$ cat src/rtl/alu_pkg.sv
// Shared definitions for the MIPS32 ALU result stage: select codes, stage
// state encoding and the registered result entry.
package alu_pkg;

    localparam int ALU_WIDTH = 32;
    localparam int ALU_SEL_W = 4;

    typedef enum logic [3:0] {
        SEL_SLL = 4'd0,
        SEL_SRL = 4'd1,
        SEL_SRA = 4'd2,
        SEL_ADD = 4'd3,
        SEL_SUB = 4'd4,
        SEL_AND = 4'd5,
        SEL_OR  = 4'd6,
        SEL_SLT = 4'd7
    } alu_sel_e;

    typedef enum logic [1:0] {
        EMPTY = 2'd0,
        ONE   = 2'd1,
        FULL  = 2'd2
    } stage_state_e;

    typedef struct packed {
        logic [ALU_WIDTH-1:0] result;
        logic                 zero;
        logic                 err;
        logic [ALU_SEL_W-1:0] sel;
    } alu_entry_t;

endpackage

$ cat src/rtl/alu_result_mux.sv
// Combinational selection of one function-unit result, with zero and
// illegal-select flags; an out-of-range select yields a zero result.
module alu_result_mux #(
    parameter int WIDTH   = 32,
    parameter int NUM_SRC = 8,
    parameter int SEL_W   = 4
) (
    input  logic [SEL_W-1:0]         sel,
    input  logic [NUM_SRC*WIDTH-1:0] results,
    output logic [WIDTH-1:0]         result,
    output logic                     zero,
    output logic                     err
);

    // Scan all sources; err stays set unless some source index matches.
    always_comb begin
        result = {WIDTH{1'b0}};
        err    = 1'b1;
        for (int k = 0; k < NUM_SRC; k++) begin
            if (sel == SEL_W'(k)) begin
                result = results[k*WIDTH +: WIDTH];
                err    = 1'b0;
            end else begin
                err    = err;
            end
        end
        zero = (result == {WIDTH{1'b0}});
    end

endmodule

$ cat src/rtl/alu_result_stage.sv
// Registered ALU output stage: result mux feeding a 2-entry skid buffer with
// a valid/ready handshake and a delivered-result counter.
module alu_result_stage
    import alu_pkg::*;
#(
    parameter int WIDTH   = ALU_WIDTH,
    parameter int NUM_SRC = 8,
    parameter int SEL_W   = ALU_SEL_W,
    parameter int CNT_W   = 16
) (
    input  logic                     clk,
    input  logic                     rst_n,
    input  logic                     in_valid,
    output logic                     in_ready,
    input  logic [SEL_W-1:0]         in_sel,
    input  logic [NUM_SRC*WIDTH-1:0] in_results,
    output logic                     out_valid,
    input  logic                     out_ready,
    output logic [WIDTH-1:0]         out_result,
    output logic                     out_zero,
    output logic                     out_err,
    output logic [SEL_W-1:0]         out_sel,
    output logic [CNT_W-1:0]         out_count
);

    stage_state_e state_r, state_nxt_s;
    alu_entry_t   main_r, skid_r, main_nxt_s, skid_nxt_s, new_s;
    logic         out_valid_r, in_ready_r;
    logic [CNT_W-1:0] count_r;
    logic         in_fire_s, out_fire_s;

    alu_result_mux #(
        .WIDTH   (WIDTH),
        .NUM_SRC (NUM_SRC),
        .SEL_W   (SEL_W)
    ) u_mux (
        .sel     (in_sel),
        .results (in_results),
        .result  (new_s.result),
        .zero    (new_s.zero),
        .err     (new_s.err)
    );

    assign new_s.sel  = in_sel;
    assign in_fire_s  = in_valid & in_ready_r;
    assign out_fire_s = out_valid_r & out_ready;

    // Next-state and main/skid load decisions.
    always_comb begin
        state_nxt_s = state_r;
        main_nxt_s  = main_r;
        skid_nxt_s  = skid_r;
        case (state_r)
            EMPTY: begin
                if (in_fire_s) begin
                    state_nxt_s = ONE;
                    main_nxt_s  = new_s;
                end else begin
                    state_nxt_s = EMPTY;
                end
            end
            ONE: begin
                if (in_fire_s && !out_ready) begin
                    state_nxt_s = FULL;
                    skid_nxt_s  = new_s;
                end else if (in_fire_s) begin
                    main_nxt_s  = new_s;
                end else if (out_ready) begin
                    state_nxt_s = EMPTY;
                end else begin
                    state_nxt_s = ONE;
                end
            end
            FULL: begin
                if (out_ready) begin
                    state_nxt_s = ONE;
                    main_nxt_s  = skid_r;
                end else begin
                    state_nxt_s = FULL;
                end
            end
            default: begin
                state_nxt_s = EMPTY;
            end
        endcase
    end

    // State, storage and handshake flags; ready/valid derive from next state
    // so neither has a combinational path from out_ready.
    always_ff @(posedge clk or negedge rst_n) begin
        if (!rst_n) begin
            state_r     <= EMPTY;
            main_r      <= '0;
            skid_r      <= '0;
            out_valid_r <= 1'b0;
            in_ready_r  <= 1'b1;
            count_r     <= {CNT_W{1'b0}};
        end else begin
            state_r     <= state_nxt_s;
            main_r      <= main_nxt_s;
            skid_r      <= skid_nxt_s;
            out_valid_r <= (state_nxt_s != EMPTY);
            in_ready_r  <= (state_nxt_s != FULL);
            if (out_fire_s) begin
                count_r <= count_r + CNT_W'(1);
            end else begin
                count_r <= count_r;
            end
        end
    end

    assign in_ready   = in_ready_r;
    assign out_valid  = out_valid_r;
    assign out_result = main_r.result;
    assign out_zero   = main_r.zero;
    assign out_err    = main_r.err;
    assign out_sel    = main_r.sel;
    assign out_count  = count_r;

endmodule

$ cat config.mk
export PLATFORM = sky130hd
export DESIGN_NAME = alu_result_stage
export DESIGN_NICKNAME = d
export VERILOG_FILES = /design/src/rtl/alu_pkg.sv /design/src/rtl/alu_result_mux.sv /design/src/rtl/alu_result_stage.sv
export SDC_FILE = /design/constraint.sdc
export NUM_CORES = 1
export LEC_CHECK = 0
export BUFFER_PORTS_ARGS = -buffer_cell sky130_fd_sc_hd__buf_4
export CELL_PAD_IN_SITES_DETAIL_PLACEMENT = 1
export CELL_PAD_IN_SITES_GLOBAL_PLACEMENT = 1
export CORE_MARGIN = 2
export CORE_UTILIZATION = 30
export DETAILED_ROUTE_END_ITERATION = 6
export GPL_ROUTABILITY_DRIVEN = 0
export PLACE_DENSITY_LB_ADDON = 0.1
export SYNTH_ARGS = -nofsm -noshare
export SYNTH_HDL_FRONTEND = slang
export SYNTH_SLANG_ARGS = --single-unit
$ cat constraint.sdc
create_clock -name clk -period 1.9 [get_ports clk]
set_clock_uncertainty 0.05 [all_clocks]
set_input_delay 0.19 -clock clk [delete_from_list [all_inputs] [get_ports clk]]
set_output_delay 0.19 -clock clk [all_outputs]
set_load 0.01 [all_outputs]
* Yosys cells after proc, flatten, opt, wreduce, memory -nomap -nowiden
Index checks and enable logic that the tools add are counted.
Cells by class: $add $sub $neg 1, multiply operators 0, div/mod/pow operators 0, magnitude comparators 0, equal/unequal tests 12, shift operators 0, muxes and demuxes 26, bitwise operators 2, reduce and logical (&&, ||, !) cells 9
Operators with widths (count):
- 32-bit 2-to-1 mux | 8
- 38-bit 2-to-1 mux | 3
- 38-bit case mux with 3 select lines | 1
- 32-bit zero test | 1
- 16-bit by 1-bit adder with 16-bit output (second input constant) | 1
- 4-bit by 3-bit == test with 1-bit output (second input constant) | 4
- 1-bit 2-to-1 mux | 10
- 4-bit by 2-bit == test with 1-bit output (second input constant) | 2
- 2-bit 2-to-1 mux | 3
- 2-bit inequality test (second input constant) | 3
- 2-bit case mux with 3 select lines | 1
- 4-bit by 1-bit == test with 1-bit output (second input constant) | 1
- 4-bit zero test | 1
- 3-bit AND reduction | 1
- 3-bit nonzero test | 1
- 1-bit AND | 2
- 2-bit by 1-bit == test with 1-bit output (second input constant) | 1
- 2-bit == test (second input constant) | 1
- 2-bit zero test | 1
- 2-bit AND reduction | 1
- 2-bit nonzero test | 1
- 1-bit logical AND | 1
- 1-bit zero test | 1
Storage, ports and cells: register bits 96, latch bits 0, RAM bits 0, memory bits (read-only) 0, bits of input ports 264, output and inout bits 56, memories 0

* Logic depth before layout (Yosys ltp)
depth after elaboration 13, depth in mapped cells 10, depth with buffers taken out 7

* Cells and area by module
From an unflattened synthesis, not the netlist that was laid out.
Unflattened totals: cells, all modules 618, area total of the unflattened synthesis 6438.7 um^2
Modules (own cells, without submodules):
- alu_result_stage | times used 1, cells each 325, area each 4055.1 um^2, seq. area each 2403.6 um^2
- alu_result_mux | times used 1, cells each 293, area each 2383.5 um^2, seq. area each 0.0 um^2

* Least setup slack after synthesis
Ideal clock, no wire load.
kind in2reg, start point input in_sel[2], end point register skid_r[5] (netlist bit), library setup time 92 ps, data arrival time 2348 ps, path slack -590 ps, stages 8, path buffers 2, path through clkbuf_1 > buf_1 > mux4_2 > a22o_1 > nor4_1 > nand3b_1 > or4_4 > o31ai_2
Between the ends: word-level cells in the longest chain between the ends 10, elaborated cells between the ends (all ways) 17, those cells by class eq/ne: 7; mux: 8; reduce/logical: 2
RTL lines:
- start, declared | RTL line alu_result_stage.sv:15 | input logic [SEL_W-1:0] in_sel,
- 4-bit zero test | RTL line alu_result_mux.sv:20 | if (sel == SEL_W'(k)) begin
- 32-bit 2-to-1 mux (7 in a row) | RTL line alu_result_mux.sv:20
- 32-bit 2-to-1 mux * | RTL line alu_result_mux.sv:20
- 32-bit zero test * | RTL line alu_result_mux.sv:27 | zero = (result == {WIDTH{1'b0}});
- end signal, assigned | RTL line alu_result_stage.sv:101 | skid_r <= skid_nxt_s;
- end, declared | RTL line alu_result_stage.sv:27 | alu_entry_t main_r, skid_r, main_nxt_s, skid_nxt_s, new_s;
Every way passes the cells marked *; elsewhere a longest branch is shown, timed or not. A chain may end at the register's enable or synchronous reset.

* Final worst setup path
start point input in_sel[0], end point register skid_r[5] (netlist bit)
The elaborated chain is that of the path after synthesis.

==> impl.org <==
** Synthesis
- Sequential element share of the synthesized area :: 38.1%
- Counting flops with an async set or reset pin after synthesis yields a share of 100%.
- Sorting the synthesized cells by how often they occur yields sky130_fd_sc_hd__nand2_1 (98), sky130_fd_sc_hd__dfrtp_1 (95), sky130_fd_sc_hd__nor2_1 (54), sky130_fd_sc_hd__a21oi_1 (43).
- The most used flip-flop cell after synthesis is sky130_fd_sc_hd__dfrtp_1.
- Portion of synthesized cell area occupied by the leading cell type :: 37.7%
- Summing every instance area after synthesis gives 6300 sq um.
- After synthesis, the netlist uses 48 different library cells.
- Synthesis produced 644 cells.
- Library cell with the largest summed area after synthesis :: sky130_fd_sc_hd__dfrtp_1
- Total of warnings raised by yosys :: 0
- When the netlist entered floorplanning its net count stood at 909.
- Flip-flop and latch count after synthesis :: 96
- sky130_fd_sc_hd__nand2_1 is the most common cell in the netlist.
- A synthesized cell averages 9.78 sq um.
- In this run, synthesis inferred 0 flip-flops with an integrated enable.
- Ranked by total cell area, the synthesized netlist is headed by sky130_fd_sc_hd__dfrtp_1 (38%), sky130_fd_sc_hd__mux4_2 (13%), sky130_fd_sc_hd__mux2_2 (6.6%).

** Clock network
- The number of clock buffers added by TritonCTS is 9.
- Clock-pin slew was measured on the worst setup and hold paths at 0.06 ns.
- The H-tree was split into 3 levels.
- Clock latency on the worst-skew pair, taken at its later pin, is 0.33 ns.
- CTS sink count :: 96
- CTS tree :: yes
- Max Buffers Root-to-Sink :: 2
- Clock tree synthesis selected as its root buffer the cell sky130_fd_sc_hd__clkbuf_16.

** Global route
- The number of antenna violations at the first check in global routing is 4.
- First-pass GRT wire length :: 42.3 mm
- Global routing usage on met1 :: 30.5%
- met2 is the most crowded layer.
- Global routing consumed, over all layers together, 25.1% of the routing resources.
- Global routing finished with a remaining overflow of 0.
- For met3 alone, demand over resource in global routing was 4.22%.
- M2 GR Usage :: 44.4%
- The via count of the first global-routing pass is 7,527.
- Pin count of the biggest net entering global routing :: 44

** Outcome
- The checks that failed: negative setup slack.
- Status :: finished, violations left

** Worst setup path
- Walking the worst path, the cells encountered are buf_16, buf_6, buf_16, and3_4, a221oi_2, o22ai_2, or4_4, or4_4, o31ai_2.
- Of all nets on the critical path, the largest fanout is 8.
- The worst setup path is of the in -> reg kind.
- The number of buffers and inverters on the critical path is 3.
- Family with the most delay on the worst path :: simple AND/OR/NAND/NOR gates
- Worst setup EP type :: flop
- Crit path DAT :: 2.35 ns
- The worst setup path is launched from a primary input.
- Worst path slowest cell :: sky130_fd_sc_hd__or4_4
- Worst path required time :: 2.10 ns
- The largest single stage delay on the critical path is 0.50 ns.

** Floorplan
- Starting density of the core :: 30.3%
- Core Footprint :: 20,800 sq um
- In this run the core area contains 53 standard-cell rows.
- Die Area :: 22,200 sq um
- Die outline width :: 149 um
- The die is 149 um tall.
- I/O Pins :: 320

** Timing
- The count of pins over their slew limit is 0.
- After layout, the worst path uses 113% of the clock period.
- Tightest slew margin relative to the limit :: 64.7%
- Final hold viol count :: 0
- Based on the critical path, the design can be clocked at up to 464 MHz.
- In the post-route analysis, the smallest setup slack over all paths is -0.255 ns.
- For the pin with the worst max-slew slack, the measured transition is 0.527 ns.
- # setup viols final :: 3
- Setup repair after global routing missed its margin :: yes
- Post-layout min period :: 2.16 ns

** Job
- Max-Cap Viols :: 0

** Power
- Worst IR drop on VDD :: 0.501 mV
- For this design the static power due to leakage is 0.00492 uW.
- After layout, the design draws a total of 9120 uW.
- Power per Cell Area :: 881 nW/um^2

** Finish
- The post-route netlist has 53.7% of its cells at a drive strength greater than 1.
- From synthesis to final layout, the design area changed by 64.2%.
- Final layout net count :: 1,294
- Filler-free cell count of the finished design :: 1,314

** Detailed routing
- In this run the remaining antenna-violating nets after routing total 0.
- Dividing the detail-routed wire length by the instance count gives 21.5 um.
- Vias after detailed routing :: 6,721
- Post-route DRC :: 0
- In the routed layout, each cell is associated on average with a via count of 5.11.
- For this run, the detailed router's first-pass iteration total came to 4.
- Initial DRC count :: 237
- Summed over all layers, the routed wires come to 28.2 mm.

** Placement
- Number of cells in the design after placement :: 1,275
- Half-perimeter wire length of the detailed placement result :: 23.1 mm
- Input and output buffers added on the ports amount to 319.

** Hold path
- Type of the worst min-delay path :: in -> reg
what timing repair did:
item                                    4_1_cts  5_1_grt
pin swaps                                     6        3
hold buffers                                  1        0
setup buffers                                11        2
hold endpoints to repair                     33        0
endpoints found under the setup margin       10       18
gates resized for setup                      28       10
gates cloned                                  4        0
per-stage QoR:
stage          area [sq um]  hold WS (ns)  setup WS (ns)  utilization, %  TNS, ns
5_1_grt               10300         0.127         -0.311            49.7   -0.959
6_report              10300         0.119         -0.255            49.7   -0.512
3_3_place_gp           9680         0.130         -0.751            46.5    -8.62
4_1_cts               10300         0.113         -0.258            49.3   -0.497
2_1_floorplan          6410        -0.156         -0.304               -   -0.592
3_5_place_dp           9680         0.140         -0.839            46.5   -11.30
layout make-up:
| cell class | count | area (sq um) |
|---|---|---|
| multi-input cells | 486 | 3790 |
| flip-flops and latches | 96 | 2400 |
| inverters | 7 | 26.3 |
| repair buffers | 429 | 3500 |
| well taps | 275 | 344 |
| diodes | 5 | 12.5 |
| fillers | 2423 | 10500 |
| clock buffers | 10 | 229 |
| clock inverters | 6 | 50.0 |
per-layer routing:
metal | wire length, um | share of wire [%]
met3 | 1450 | 5.1
met1 | 11000 | 39
met4 | 884 | 3.1
met2 | 14900 | 53
met5 | 0 | 0
cell families after synthesis:
family          share of synthesized area, %
flops                                   38.1
fa+ha+maj                              0.199
buf+inv                                 4.45
compound gates                          14.3
xor+xnor                                2.09
mux                                     25.7
simple gates                            15.2
tightest hold or removal path: stages:
cell,delay (ns)
sky130_fd_sc_hd__buf_4,0.09
sky130_fd_sc_hd__a21oi_1,0.05
sky130_fd_sc_hd__o21ai_0,0.14
power by group:
| part | leakage [uW] | internal, uW | switching (uW) | total (uW) |
|---|---|---|---|---|
| combinational | 0.00359 | 2150 | 1770 | 3920 |
| clock | 0.000135 | 907 | 804 | 1710 |
| sequential | 0.00120 | 2910 | 581 | 3490 |
| total | 0.00492 | 5970 | 3150 | 9120 |
state kept, by name, indices dropped and copies added (netlist names):
name        flops
out_sel         4
out_err         1
in_ready        1
out_zero        1
out_count      16
skid_r         38
out_result     32
state_r         2
out_valid       1
path summary, 6_finish.rpt:
| kind | cells past startpoint | to | from | slack (ns) |
|---|---|---|---|---|
| max | 9 | skid_r[5] | in_sel[0] | -0.26 |
| min | 3 | out_valid | in_valid | 0.12 |
| max reg2reg | 5 | skid_r[7] | in_ready | 0.16 |
| min reg2reg | 2 | skid_r[24] | skid_r[24] | 0.42 |
| max in group asynchronous | 3 | out_sel[0] | rst_n | 0.79 |
| min in group asynchronous | 2 | out_result[31] | rst_n | 0.31 |
cells in the final DEF (no fill, tap or decap), types with 3 or more instances in the layout:
cell type | netlist | final
sky130_fd_sc_hd__nor2b_2 | 0 | 3
sky130_fd_sc_hd__xor2_1 | 6 | 6
sky130_fd_sc_hd__nand2_1 | 98 | 97
sky130_fd_sc_hd__a22oi_2 | 0 | 6
sky130_fd_sc_hd__o22ai_1 | 6 | 4
sky130_fd_sc_hd__a221o_1 | 6 | 6
sky130_fd_sc_hd__nand4_1 | 3 | 3
sky130_fd_sc_hd__or4_4 | 1 | 3
sky130_fd_sc_hd__a31oi_1 | 23 | 23
sky130_fd_sc_hd__xnor2_1 | 9 | 9
sky130_fd_sc_hd__and3_1 | 4 | 4
sky130_fd_sc_hd__a21oi_1 | 43 | 39
sky130_fd_sc_hd__nor2b_1 | 7 | 4
sky130_fd_sc_hd__buf_12 | 0 | 11
sky130_fd_sc_hd__diode_2 | 0 | 5
sky130_fd_sc_hd__buf_16 | 0 | 4
sky130_fd_sc_hd__mux2_2 | 37 | 37
sky130_fd_sc_hd__nor3_2 | 0 | 3
sky130_fd_sc_hd__nand3b_1 | 13 | 13
sky130_fd_sc_hd__inv_1 | 7 | 7
sky130_fd_sc_hd__clkbuf_16 | 0 | 9
sky130_fd_sc_hd__o21ai_1 | 7 | 8
sky130_fd_sc_hd__a221oi_2 | 0 | 3
sky130_fd_sc_hd__a21oi_2 | 0 | 4
sky130_fd_sc_hd__buf_6 | 2 | 4
sky130_fd_sc_hd__nor2_1 | 54 | 54
sky130_fd_sc_hd__mux2i_1 | 37 | 36
sky130_fd_sc_hd__o21ai_0 | 36 | 34
sky130_fd_sc_hd__mux4_2 | 37 | 37
sky130_fd_sc_hd__dfrtp_1 | 95 | 95
sky130_fd_sc_hd__a22oi_1 | 13 | 7
sky130_fd_sc_hd__nand3_1 | 10 | 9
sky130_fd_sc_hd__buf_4 | 5 | 406
Power figures use the tool's default switching activity.
